### config.mk
export PLATFORM = sky130hd
export DESIGN_NAME = gost_iter_core
export DESIGN_NICKNAME = d
export VERILOG_FILES = /design/src/rtl/gost_pkg.sv /design/src/rtl/gost_round_comb.sv /design/src/rtl/gost_iter_core.sv
export SDC_FILE = /design/constraint.sdc
export NUM_CORES = 1
export LEC_CHECK = 0
export CAP_MARGIN = 10
export CORE_AREA = 2 2 233 189
export CTS_CLUSTER_SIZE = 12
export DETAILED_ROUTE_END_ITERATION = 6
export DIE_AREA = 0 0 235 191
export GPL_ROUTABILITY_DRIVEN = 0
export PLACE_DENSITY = 0.74
export SETUP_SLACK_MARGIN = 0.05
export SYNTH_ARGS = -nofsm -noshare
export SYNTH_HDL_FRONTEND = slang
export SYNTH_SLANG_ARGS = --single-unit
### constraint.sdc
create_clock -name clk -period 14.7 [get_ports clk]
set_input_delay 2.205 -clock clk [delete_from_list [all_inputs] [get_ports clk]]
set_output_delay 2.205 -clock clk [all_outputs]
set_load 0.01 [all_outputs]
### src/rtl/gost_pkg.sv
// ============================================================================
// Module      : gost_pkg
// Description : Shared constants, S-box table and helpers for the GOST core.
// Revision    : 1.0 - initial release
// ============================================================================
`default_nettype none

package gost_pkg;

  localparam int c_half_w      = 32;
  localparam int c_block_w     = 64;
  localparam int c_key_w       = 256;
  localparam int c_rounds_full = 32;
  localparam int c_rounds_imit = 16;

  localparam logic [1:0] c_st_idle = 2'd0;
  localparam logic [1:0] c_st_run  = 2'd1;
  localparam logic [1:0] c_st_done = 2'd2;

  // Row i is S-box i; nibble x of a row holds S_i(x).
  localparam logic [7:0][63:0] c_sbox = {
    64'hC8B6E3294A750DF1,
    64'hC2867EA095F314BD,
    64'hEFC95863D1270AB4,
    64'h2B30E9A48DF517C6,
    64'h352BC64EF9801AD7,
    64'hB9067CFE243AD185,
    64'h95701832AFD6C4BE,
    64'h35F7C1B6E08D29A4
  };

  function automatic logic [c_half_w-1:0] sbox_sub(input logic [c_half_w-1:0] x);
    logic [c_half_w-1:0] y;
    y = '0;
    for (int i = 0; i < 8; i++) begin
      y[4*i +: 4] = c_sbox[i][{x[4*i +: 4], 2'b00} +: 4];
    end
    return y;
  endfunction

  // Zero-based subkey index; both directions walk K1..K8 forward then backward,
  // differing only in where the backward walk starts.
  function automatic logic [2:0] subkey_idx(input logic [4:0] rnd, input logic decrypt);
    logic [4:0] split;
    split = decrypt ? 5'd8 : 5'd24;
    return (rnd < split) ? rnd[2:0] : (3'd7 - rnd[2:0]);
  endfunction

endpackage

`default_nettype wire

### src/rtl/gost_round_comb.sv
// ============================================================================
// Module      : gost_round_comb
// Description : One combinational GOST 28147-89 Feistel round.
// Revision    : 1.0 - initial release
// ============================================================================
`default_nettype none

module gost_round_comb
  import gost_pkg::*;
(
  input  logic [c_half_w-1:0] a,
  input  logic [c_half_w-1:0] b,
  input  logic [c_half_w-1:0] k,
  output logic [c_half_w-1:0] a_nxt,
  output logic [c_half_w-1:0] b_nxt
);

  logic [c_half_w-1:0] w_sum;
  logic [c_half_w-1:0] w_sub;

  assign w_sum = a + k;
  assign w_sub = sbox_sub(w_sum);
  assign a_nxt = b ^ {w_sub[20:0], w_sub[31:21]};
  assign b_nxt = a;

endmodule

`default_nettype wire

### src/rtl/gost_iter_core.sv
// ============================================================================
// Module      : gost_iter_core
// Description : Iterative GOST 28147-89 core, ROUNDS_PER_CYCLE rounds/clock.
//               Optional MAC (imitovstavka) mode enabled by macro GOST_IMIT_EN.
// Revision    : 1.0 - initial release
// ============================================================================
`default_nettype none

module gost_iter_core
  import gost_pkg::*;
#(
  parameter int ROUNDS_PER_CYCLE = 1
) (
  input  logic                 clk,
  input  logic                 rst,
  input  logic                 in_valid,
  output logic                 in_ready,
  input  logic [c_block_w-1:0] in_data,
  input  logic [c_key_w-1:0]   in_key,
  input  logic                 in_decrypt,
`ifdef GOST_IMIT_EN
  input  logic                 in_imit,
`endif
  output logic                 out_valid,
  input  logic                 out_ready,
  output logic [c_block_w-1:0] out_data,
  output logic                 busy
);

  localparam logic [5:0] c_step = 6'(ROUNDS_PER_CYCLE);

  if (!(ROUNDS_PER_CYCLE == 1 || ROUNDS_PER_CYCLE == 2 ||
        ROUNDS_PER_CYCLE == 4 || ROUNDS_PER_CYCLE == 8)) begin : g_bad_rounds
    $error("gost_iter_core: ROUNDS_PER_CYCLE must be 1, 2, 4 or 8");
  end

  logic [1:0]           r_state;
  logic [1:0]           w_next;
  logic [c_half_w-1:0]  r_a;
  logic [c_half_w-1:0]  r_b;
  logic [c_key_w-1:0]   r_key;
  logic                 r_dec;
  logic [5:0]           r_cnt;
  logic [c_block_w-1:0] r_out;
  logic [5:0]           w_limit;
  logic                 w_accept;
  logic                 w_last;
  logic [c_half_w-1:0]  w_a_fin;
  logic [c_half_w-1:0]  w_b_fin;
  logic [c_block_w-1:0] w_out;

  assign w_accept = in_valid && (r_state == c_st_idle);
  assign w_last   = (r_state == c_st_run) && ((r_cnt + c_step) == w_limit);

  for (genvar j = 0; j < ROUNDS_PER_CYCLE; j++) begin : g_round
    logic [c_half_w-1:0] w_a_i, w_b_i, w_a_o, w_b_o, w_k;
    logic [4:0]          w_rnd;
    logic [2:0]          w_kidx;

    if (j == 0) begin : g_head
      assign w_a_i = r_a;
      assign w_b_i = r_b;
    end else begin : g_link
      assign w_a_i = g_round[j-1].w_a_o;
      assign w_b_i = g_round[j-1].w_b_o;
    end

    assign w_rnd  = r_cnt[4:0] + 5'(j);
    assign w_kidx = subkey_idx(w_rnd, r_dec);
    assign w_k    = r_key[{w_kidx, 5'd0} +: c_half_w];

    gost_round_comb u_round (
      .a     (w_a_i),
      .b     (w_b_i),
      .k     (w_k),
      .a_nxt (w_a_o),
      .b_nxt (w_b_o)
    );
  end

  assign w_a_fin = g_round[ROUNDS_PER_CYCLE-1].w_a_o;
  assign w_b_fin = g_round[ROUNDS_PER_CYCLE-1].w_b_o;

`ifdef GOST_IMIT_EN
  logic r_imit;

  always_ff @(posedge clk or posedge rst) begin
    if (rst) begin
      r_imit <= 1'b0;
    end else if (w_accept) begin
      r_imit <= in_imit;
    end
  end

  // MAC results keep the final swap.
  assign w_limit = r_imit ? 6'(c_rounds_imit) : 6'(c_rounds_full);
  assign w_out   = r_imit ? {w_b_fin, w_a_fin} : {w_a_fin, w_b_fin};
`else
  assign w_limit = 6'(c_rounds_full);
  assign w_out   = {w_a_fin, w_b_fin};
`endif

  always_ff @(posedge clk or posedge rst) begin
    if (rst) begin
      r_state <= c_st_idle;
    end else begin
      r_state <= w_next;
    end
  end

  always_comb begin
    w_next = r_state;
    case (r_state)
      c_st_idle: if (in_valid)  w_next = c_st_run;
      c_st_run:  if (w_last)    w_next = c_st_done;
      c_st_done: if (out_ready) w_next = c_st_idle;
      default:                  w_next = c_st_idle;
    endcase
  end

  always_comb begin
    in_ready  = (r_state == c_st_idle);
    out_valid = (r_state == c_st_done);
    busy      = (r_state != c_st_idle);
  end

  always_ff @(posedge clk or posedge rst) begin
    if (rst) begin
      r_a   <= '0;
      r_b   <= '0;
      r_key <= '0;
      r_dec <= 1'b0;
      r_cnt <= '0;
      r_out <= '0;
    end else if (w_accept) begin
      r_a   <= in_data[31:0];
      r_b   <= in_data[63:32];
      r_key <= in_key;
`ifdef GOST_IMIT_EN
      r_dec <= in_decrypt & ~in_imit;
`else
      r_dec <= in_decrypt;
`endif
      r_cnt <= '0;
    end else if (r_state == c_st_run) begin
      r_a   <= w_a_fin;
      r_b   <= w_b_fin;
      r_cnt <= r_cnt + c_step;
      if (w_last) begin
        r_out <= w_out;
      end
    end
  end

  assign out_data = r_out;

endmodule

`default_nettype wire

==> impl_metrics.yaml, run 1 <==
grt:
  grt_pass1_vias: 15000
  antenna_found_initial: 11
  overflow: 0
  grt_pass1_wl_um: 86800
  grt_max_degree: 171
  grt_usage_pct: 24.9
finish:
  syn_to_final_growth_pct: 28.7
  finalNetCount: 2359
  multi_input_area_mm2: 0.00992
  drive_above_1_share_pct: 24.7
  fillerInstances: 3320
  seq_area_mm2: 0.00983
  fin_cells: 2542
clocking:
  clock_latency_ps: 560
  cts-root-buf: "clkbuf_16"
  ctsHoldBuffers: 0
  cts_setup_buffers: 0
  cts_tree: "yes"
  cts_made_buffers: 42
  h-tree-depth: 2
  clk_pin_slew_ps: 60
  cts_resized: 0
  cts.sinks: 393
  cts_max_path_buffers: 3
floorplanning:
  fp.dieW_um: 235
  rows: 68
  io_pins: 392
  start_util_pct: 47.3
  dieArea_mm2: 0.0449
  dieHeight_um: 191
  core_area_mm2: 0.0426
synth:
  mappedNetlistNets: 1994
  synth.top_cell.area_share_pct: 48.8
  synth_area_per_cell_um2: 12.7
  synth_edf_count: 0
  syn_inst: 1588
  yosysTopAreaCell: "dfrtp_1"
  ys.flop_type: "dfrtp_1"
  ys_seq_area_share_pct: 48.8
  synth_seq_cells: 393
  ys_types: 65
  synth_common_cells: "dfrtp_1 (393), mux2_2 (321), nand2_1 (140), o21ai_0 (91), clkbuf_1 (81)"
  synthTopCellsByArea: "dfrtp_1 (49%), mux2_2 (18%), mux4_2 (7.7%), ha_1 (5.0%), nand2_1 (2.6%)"
  post-synth-top-count-cell: "dfrtp_1"
  async_flop_share_pct: 100
  netlist_area_mm2: 0.0202
  yosys_warnings: 0
setup_path:
  cp_common_cell: "ha_1"
  cp.arrival_ps: 7910
  cp-start-kind: "flip-flop"
  crit_fanout: 32
  cp_cell_sequence: "ha_1 > a21oi_1 > xnor2_2 > buf_4 > buf_4 > mux4_2 > mux2_2 > ha_1 > fa_1 > a21o_1 > a221o_1 > a32o_1 > a21o_1 > o2bb2ai_1 > xor2_1 > inv_1 > ha_1 > nor2b_1 > a2bb2oi_1 > o311a_1 > xor2_1 > o21ai_1"
  critPathSlowestCell: "buf_4"
  max_stage_delay_ps: 680
  worstSetupEndpointType: "flip-flop"
  cp.required_ps: 15100
  critPathKind: "reg -> reg"
timing:
  period_minus_slack_ps: 7510
  slew_headroom_pct: 26.3
  fin_worst_skew_ps: 23.0
  setup_slack_ps: 7190
  finalHoldViolCount: 0
  slew_viol_final: 0
  tightest_slew_ps: 1110
  finalCritPeriodShare_pct: 51.1
  fmax_ghz: 0.133
  setup_violations: 0
  finalSetupTns_ps: 0
  rsz0062_at_grt: "false"
drt:
  drtPass1Iterations: 5
  ant_nets: 0
  via_per_inst: 5.65
  finalWirelength_um: 55900
  route.detailed.drc: 0
  vias: 14400
  dr.first_iter.drc_count: 1169
  wire_per_inst_um: 22.0
placement:
  dp.cells: 2469
  dp_slack_ps: 7230
  dpl.hpwl_um: 41500
  port_buffers: 391
min_path:
  hold_class: "reg -> reg"
job:
  maxCapViolations: 0
outcome:
  outcome: "completed"
[logic make-up (layout without fill, tap and decap cells)]
| group | after synthesis | after routing | share of synthesized area (%) |
|---|---|---|---|
| other | 0 | 6 | 0 |
| adder cells (fa/ha/maj) | 81 | 81 | 5.06 |
| AO/OA/AOI/OAI | 276 | 276 | 9.00 |
| buffers and inverters | 123 | 511 | 2.30 |
| XOR/XNOR | 76 | 76 | 3.38 |
| flip-flops | 393 | 393 | 48.8 |
| multiplexers | 411 | 411 | 26.7 |
| AND/OR/NAND/NOR | 228 | 228 | 4.83 |
[layout by cell type, fill, tap and decap left out, types with 6 or more instances in the layout]
cell and instances:
ha_1 80, mux2_2 321, a21o_1 8, inv_1 36
diode_2 6, clkbuf_1 10, nand4_1 9, xnor2_1 41
nor2_1 34, dfrtp_1 393, xor2_1 30, o22ai_1 6
mux4_2 69, a21oi_1 37, o21ai_1 11, clkbuf_16 42
nor3_1 10, a22oi_1 66, nand2_1 139, mux2i_1 20
o211ai_1 6, clkbuf_8 6, clkdlybuf4s50_1 391, o21ai_0 91
buf_4 15, nand3_1 7
[worst max-delay path: cells and delay by family (launching register included)]
kind / cells / cell delay, ps
muxes: 2 / 870
adders and majority gates: 4 / 1400
xor gates and xnor gates: 3 / 740
and+or+nand+nor: 1 / 90
AOI/OAI and AO/OA: 9 / 2370
DFF: 1 / 440
buffers and inverters: 3 / 1360
[metal layers]
| metal | global-route usage, % | vias to the layer above | share of wire, % |
|---|---|---|---|
| li1 | - | 6539 | - |
| met1 | 32.2 | 7222 | 41 |
| met2 | 42.1 | 492 | 48 |
| met3 | 6.61 | 85 | 7.9 |
| met4 | 6.04 | 12 | 2.2 |
| met5 | 0 | - | 0.13 |
[flip-flops by register name, indices dropped and copies added, names as in the netlist]
| name | cells |
|---|---|
| r_cnt | 6 |
| r_state | 2 |
| g_round.w_a_i | 32 |
| r_key | 256 |
| r_dec | 1 |
| out_data | 64 |
| g_round.w_b_i | 32 |
[metrics by stage]
step / hold WS (ps) / instance area [um^2] / util [%]
after floorplan: 466 / 20200 / -
after global placement: 464 / 24600 / 57.8
after detailed placement: 473 / 24600 / 57.8
after CTS: 486 / 25900 / 60.8
after global routing: 507 / 25900 / 60.9
final: 482 / 26000 / 60.9
[cell type report]
| cell class | count | area share [%] |
|---|---|---|
| diodes | 6 | 0.0579 |
| clock buffers | 58 | 4.51 |
| clock inverters | 9 | 0.468 |
| inverters | 37 | 0.564 |
| multi-input cells | 1072 | 38.2 |
| flip-flops and latches | 393 | 37.9 |
| well taps | 560 | 2.70 |
| repair buffers | 407 | 15.6 |
[final timing paths]
path	from	endpoint	slack [ps]	depth (start not counted)
setup / recovery	r_cnt[4]$_DFFE_PP0P_	out_data[41]$_DFFE_PP0P_	7190	22
hold / removal	out_data[53]$_DFFE_PP0P_	out_data[53]$_DFFE_PP0P_	480	2
setup reg to reg	r_cnt[4]$_DFFE_PP0P_	out_data[41]$_DFFE_PP0P_	7190	22
hold reg to reg	out_data[53]$_DFFE_PP0P_	out_data[53]$_DFFE_PP0P_	480	2
max in group asynchronous	rst	g_round[0].w_b_i[17]$_DFFE_PP0P_	10190	4
min in group asynchronous	rst	r_key[31]$_DFFE_PP0P_	2180	2
Power of run 1 is left out: the tool's default activity adds up to more than one toggle a clock period on the data nets, which glitch-free logic cannot reach.
==> run 2, diff against run 1 <==
--- a/config.mk
+++ b/config.mk
@@ -11,7 +11,7 @@
 export DETAILED_ROUTE_END_ITERATION = 6
 export DIE_AREA = 0 0 235 191
 export GPL_ROUTABILITY_DRIVEN = 0
-export PLACE_DENSITY = 0.74
+export PLACE_DENSITY = 0.77
 export SETUP_SLACK_MARGIN = 0.05
 export SYNTH_ARGS = -nofsm -noshare
 export SYNTH_HDL_FRONTEND = slang
==> constraint.sdc (replaced) <==
create_clock -name clk -period 6.35 [get_ports clk]
set_input_delay 0.9525 -clock clk [delete_from_list [all_inputs] [get_ports clk]]
set_output_delay 0.9525 -clock clk [all_outputs]
set_load 0.01 [all_outputs]
==> impl_metrics.yaml, run 2 (synthesis gave the netlist of run 1 again) <==
floorplanning:
  io_pins: 392
  dieArea_mm2: 0.0449
  core_area_mm2: 0.0426
  rows: 68
  dieHeight_um: 191
  start_util_pct: 47.3
  fp.dieW_um: 235
placement:
  port_buffers: 391
  dpl.hpwl_um: 42600
  placed_area_mm2: 0.0247
min_path:
  hold_class: "reg -> reg"
grt:
  grt_usage_pct: 25.1
  grt_pass1_vias: 15100
  grt_max_degree: 170
  grt_pass1_wl_um: 86900
  antenna_found_initial: 16
  overflow: 0
finish:
  fillerInstances: 3268
  seq_area_mm2: 0.00983
  largest_reg_flops: 256
  final_util_pct: 61.6
  largest-register: "r_key"
  final_area_mm2: 0.0263
  final_cell_mix: "dfrtp_1 (393), clkdlybuf4s50_1 (391), mux2_2 (321), nand2_1 (139), o21ai_0 (91)"
  finalNetCount: 2370
  multi_input_area_mm2: 0.00997
  syn_to_final_growth_pct: 30.3
  layout_commonest_cell: "dfrtp_1"
  drive_above_1_share_pct: 25.5
setup_path:
  cp.arrival_ps: 6380
  cp_cell_sequence: "ha_1 > a21oi_4 > buf_4 > xnor2_4 > buf_12 > buf_4 > mux4_2 > mux2_2 > fa_1 > a21o_1 > a221o_1 > a32o_1 > a21o_1 > o2bb2ai_1 > xor2_2 > inv_1 > ha_1 > nand2_1 > a2bb2oi_1 > o311a_1 > xor2_1 > o21ai_1"
  cp.required_ps: 6730
  critPathKind: "reg -> reg"
  critPathSlowestCell: "dfrtp_1"
  cp-start-kind: "flip-flop"
  crit_fanout: 16
  rr_worst_depth: 22
  startpoint: "r_cnt[4]$_DFFE_PP0P_"
  r2r_start: "r_cnt[4]$_DFFE_PP0P_"
  max_stage_delay_ps: 450
  r2r-end: "out_data[41]$_DFFE_PP0P_"
  worstSetupEndpointType: "flip-flop"
  r2r_slack_ps: 350
  cp_top_family: "compound AO/OA/AOI/OAI gates"
  crit_buf_inv: 4
  crit_path_end: "out_data[41]$_DFFE_PP0P_"
  cp.depth: 22
clocking:
  cts_made_buffers: 42
  clock_latency_ps: 560
  h-tree-depth: 2
  cts_tree: "yes"
  clk_pin_slew_ps: 60
  cts-root-buf: "clkbuf_16"
  cts.sinks: 393
  cts_max_path_buffers: 3
timing:
  setup_violations: 0
  period_minus_slack_ps: 6000
  finalCritPeriodShare_pct: 94.5
  fin_worst_skew_ps: 19.5
  finalSetupTns_ps: 0
  hold_ws_ps: 486
  tightest_slew_ps: 1070
  slew_headroom_pct: 28.5
  finalHoldViolCount: 0
  rsz0062_at_grt: "true"
  fmax_ghz: 0.167
  slew_viol_final: 0
drt:
  met3_length_um: 4520
  drtPass1Iterations: 7
  dr.first_iter.drc_count: 1230
  vias: 14600
  dr.max_layer_used: "met5"
  ant_nets: 0
  m1WireLength_um: 23600
  route.detailed.drc: 0
  wire_per_inst_um: 22.5
  via_per_inst: 5.69
  dr_wl_met2_um: 27900
  finalWirelength_um: 57600
outcome:
  outcome: "completed"
job:
  maxCapViolations: 0
run 2: per-layer routing:
metal,vias to the layer above,GRT usage (%)
met5,-,0
met4,16,8.06
met3,110,6.61
met2,520,41.7
met1,7366,32.2
li1,6552,-
run 2: layout make-up:
cell class,count,share of cell area [%]
Inverter,37,0.543
Clock buffer,61,4.73
Tap cell,560,2.67
Sequential cell,393,37.4
Timing Repair Buffer,418,16.1
Clock inverter,9,0.433
Multi-Input combinational cell,1072,38.0
Antenna cell,9,0.0857
run 2: worst min-delay path, cell delays in order, from the launching register on:
cell and delay (ps):
dfrtp_1 330, nand2_1 50, o21ai_0 60
run 2: per-stage QoR:
| stage | setup slack [ps] | std cells |
|---|---|---|
| finish | 351 | 2559 |
| global route | 7.99 | 2555 |
| CTS | 226 | 2543 |
| detailed placement | 310 | 2473 |
| global placement | 469 | 2473 |
| floorplan | 110 | 1588 |
run 2: worst min-delay path by stage:
stage,slack [ps],cells past startpoint,end,from
6_report,490,2,out_data[34]$_DFFE_PP0P_,out_data[34]$_DFFE_PP0P_
2_1_floorplan,470,2,g_round[0].w_b_i[21]$_DFFE_PP0P_,g_round[0].w_b_i[21]$_DFFE_PP0P_
3_3_place_gp,460,2,out_data[61]$_DFFE_PP0P_,out_data[61]$_DFFE_PP0P_
5_1_grt,510,2,g_round[0].w_b_i[7]$_DFFE_PP0P_,g_round[0].w_b_i[7]$_DFFE_PP0P_
4_1_cts,480,2,out_data[34]$_DFFE_PP0P_,out_data[34]$_DFFE_PP0P_
3_5_place_dp,470,2,out_data[34]$_DFFE_PP0P_,out_data[34]$_DFFE_PP0P_
run 2: timing repair:
action	in CTS	in global routing
buffers inserted	0	5
gates resized for setup	0	9
hold endpoints to repair	0	0
hold buffers	0	0
setup endpoints to repair	0	12
Power of run 2 is left out for the same reason.
==> run 3, diff against run 2 <==
--- a/config.mk
+++ b/config.mk
@@ -11,7 +11,7 @@
 export DETAILED_ROUTE_END_ITERATION = 6
 export DIE_AREA = 0 0 235 191
 export GPL_ROUTABILITY_DRIVEN = 0
-export PLACE_DENSITY = 0.77
+export PLACE_DENSITY_LB_ADDON = 0.05
 export SETUP_SLACK_MARGIN = 0.05
 export SYNTH_ARGS = -nofsm -noshare
 export SYNTH_HDL_FRONTEND = slang
==> impl_metrics.yaml, run 3 (synthesis gave the netlist of run 1 again) <==
setup_path:
  cp_common_cell: "ha_1"
  max_stage_delay_ps: 560
  r2r-end: "out_data[41]$_DFFE_PP0P_"
  cp.arrival_ps: 6260
  cp_cell_sequence: "ha_1 > a21oi_4 > xnor2_4 > buf_6 > mux4_2 > mux2_2 > ha_1 > a21oi_1 > o21bai_1 > or2_2 > o211a_1 > o31a_1 > or2_2 > inv_1 > ha_1 > nand2_1 > a2bb2oi_1 > o311a_1 > xor2_1 > o21ai_1"
  r2r_start: "r_cnt[4]$_DFFE_PP0P_"
  startpoint: "r_cnt[4]$_DFFE_PP0P_"
  r2r_slack_ps: 490
  crit_fanout: 17
  cp.required_ps: 6740
  critPathSlowestCell: "mux4_2"
  rr_worst_depth: 20
  worstSetupEndpointType: "flip-flop"
  cp-start-kind: "flip-flop"
  crit_path_end: "out_data[41]$_DFFE_PP0P_"
  critPathKind: "reg -> reg"
drt:
  route.detailed.drc: 0
  via_per_inst: 5.61
  dr.first_iter.drc_count: 1039
  wire_per_inst_um: 22.8
  finalWirelength_um: 58400
  ant_nets: 0
  drtPass1Iterations: 7
  vias: 14400
finish:
  final_cell_mix: "dfrtp_1 (393), clkdlybuf4s50_1 (391), mux2_2 (321), nand2_1 (139), o21ai_0 (91)"
  layout_commonest_cell: "dfrtp_1"
  finalNetCount: 2371
  syn_to_final_growth_pct: 30.0
  largest-register: "r_key"
  largest_reg_flops: 256
  drive_above_1_share_pct: 25.5
job:
  maxCapViolations: 0
clocking:
  clock_latency_ps: 560
  cts_tree: "yes"
  cts_setup_buffers: 0
  cts.sinks: 393
  cts_max_path_buffers: 3
  h-tree-depth: 2
  cts-root-buf: "clkbuf_16"
  ctsHoldBuffers: 0
  clk_pin_slew_ps: 60
  cts_made_buffers: 43
timing:
  fin_worst_skew_ps: 16.2
  setup_violations: 0
  slew_viol_final: 0
  slew_headroom_pct: 22.7
  tightest_slew_ps: 1160
  finalCritPeriodShare_pct: 92.3
  finalSetupTns_ps: 0
  fmax_ghz: 0.171
  finalHoldViolCount: 0
  rsz0062_at_grt: "false"
  period_minus_slack_ps: 5860
grt:
  grt_pass1_vias: 14900
  grt_usage_pct: 26.0
  grt_pass1_wl_um: 89100
  grt_max_degree: 161
  antenna_found_initial: 13
  overflow: 0
floorplanning:
  io_pins: 392
  dieHeight_um: 191
  fp.dieW_um: 235
  rows: 68
  core_area_mm2: 0.0426
  start_util_pct: 47.3
  dieArea_mm2: 0.0449
placement:
  port_buffers: 391
  dpl.hpwl_um: 42700
outcome:
  outcome: "completed"
min_path:
  hold_class: "reg -> reg"
-- run 3: cell types whose count changed in the layout (fill, tap and decap cells not counted), sizes merged --
| cell | before | now |
|---|---|---|
| clkbuf | 63 | 67 |
| clkinv | 5 | 9 |
| buf | 25 | 26 |
| bufinv | 2 | 1 |
| diode | 9 | 8 |
| inv | 38 | 37 |
-- run 3: final cells by class --
class | instances | area, um^2
fillers | 3380 | 16400
multi-input cells | 1072 | 9950
flip-flops and latches | 393 | 9830
repair buffers | 418 | 4190
clock buffers | 66 | 1280
well taps | 560 | 701
inverters | 37 | 143
clock inverters | 11 | 98.8
diodes | 8 | 20.0
-- run 3: repair_timing --
action,in CTS,in global routing
endpoints found under the setup margin,0,25
gates resized for setup,0,8
endpoints found under the hold margin,0,0
-- run 3: worst min-delay path by stage --
stage                                     startpoint                          endpoint  slack [ps]  cells past startpoint
finish                      out_data[32]$_DFFE_PP0P_          out_data[32]$_DFFE_PP0P_         480                      2
global route                out_data[63]$_DFFE_PP0P_          out_data[63]$_DFFE_PP0P_         500                      2
CTS                         out_data[32]$_DFFE_PP0P_          out_data[32]$_DFFE_PP0P_         490                      2
detailed placement          out_data[32]$_DFFE_PP0P_          out_data[32]$_DFFE_PP0P_         470                      2
global placement            out_data[32]$_DFFE_PP0P_          out_data[32]$_DFFE_PP0P_         470                      2
floorplan           g_round[0].w_b_i[21]$_DFFE_PP0P_  g_round[0].w_b_i[21]$_DFFE_PP0P_         470                      2
-- run 3: through the flow --
| stage | hold slack (ps) | utilization, % | cell area, um^2 | instances | setup slack, ps |
|---|---|---|---|---|---|
| 3_5_place_dp | 473 | 58.1 | 24800 | 2479 | 283 |
| 3_3_place_gp | 466 | 58.1 | 24800 | 2479 | 361 |
| 2_1_floorplan | 466 | - | 20200 | 1588 | 110 |
| 4_1_cts | 485 | 61.3 | 26100 | 2556 | 229 |
| 5_1_grt | 501 | 61.5 | 26200 | 2562 | 62.2 |
| 6_report | 476 | 61.5 | 26200 | 2565 | 487 |
-- run 3: per-layer routing --
metal	vias up	wire [um]	track usage (%)
met5	-	45	0
met4	6	1100	6.40
met3	81	4300	6.30
met2	460	27800	42.0
met1	7273	25100	35.4
li1	6573	-	-
-- run 3: worst max-delay path: cells and delay by family (launching register included) --
| kind | cells | cell delay (ps) |
|---|---|---|
| buf+inv | 2 | 490 |
| mux | 2 | 890 |
| compound gates | 8 | 1480 |
| flops | 1 | 450 |
| simple gates | 3 | 760 |
| xor+xnor | 2 | 610 |
| fa+ha+maj | 3 | 1020 |
Power of run 3 is left out for the same reason.
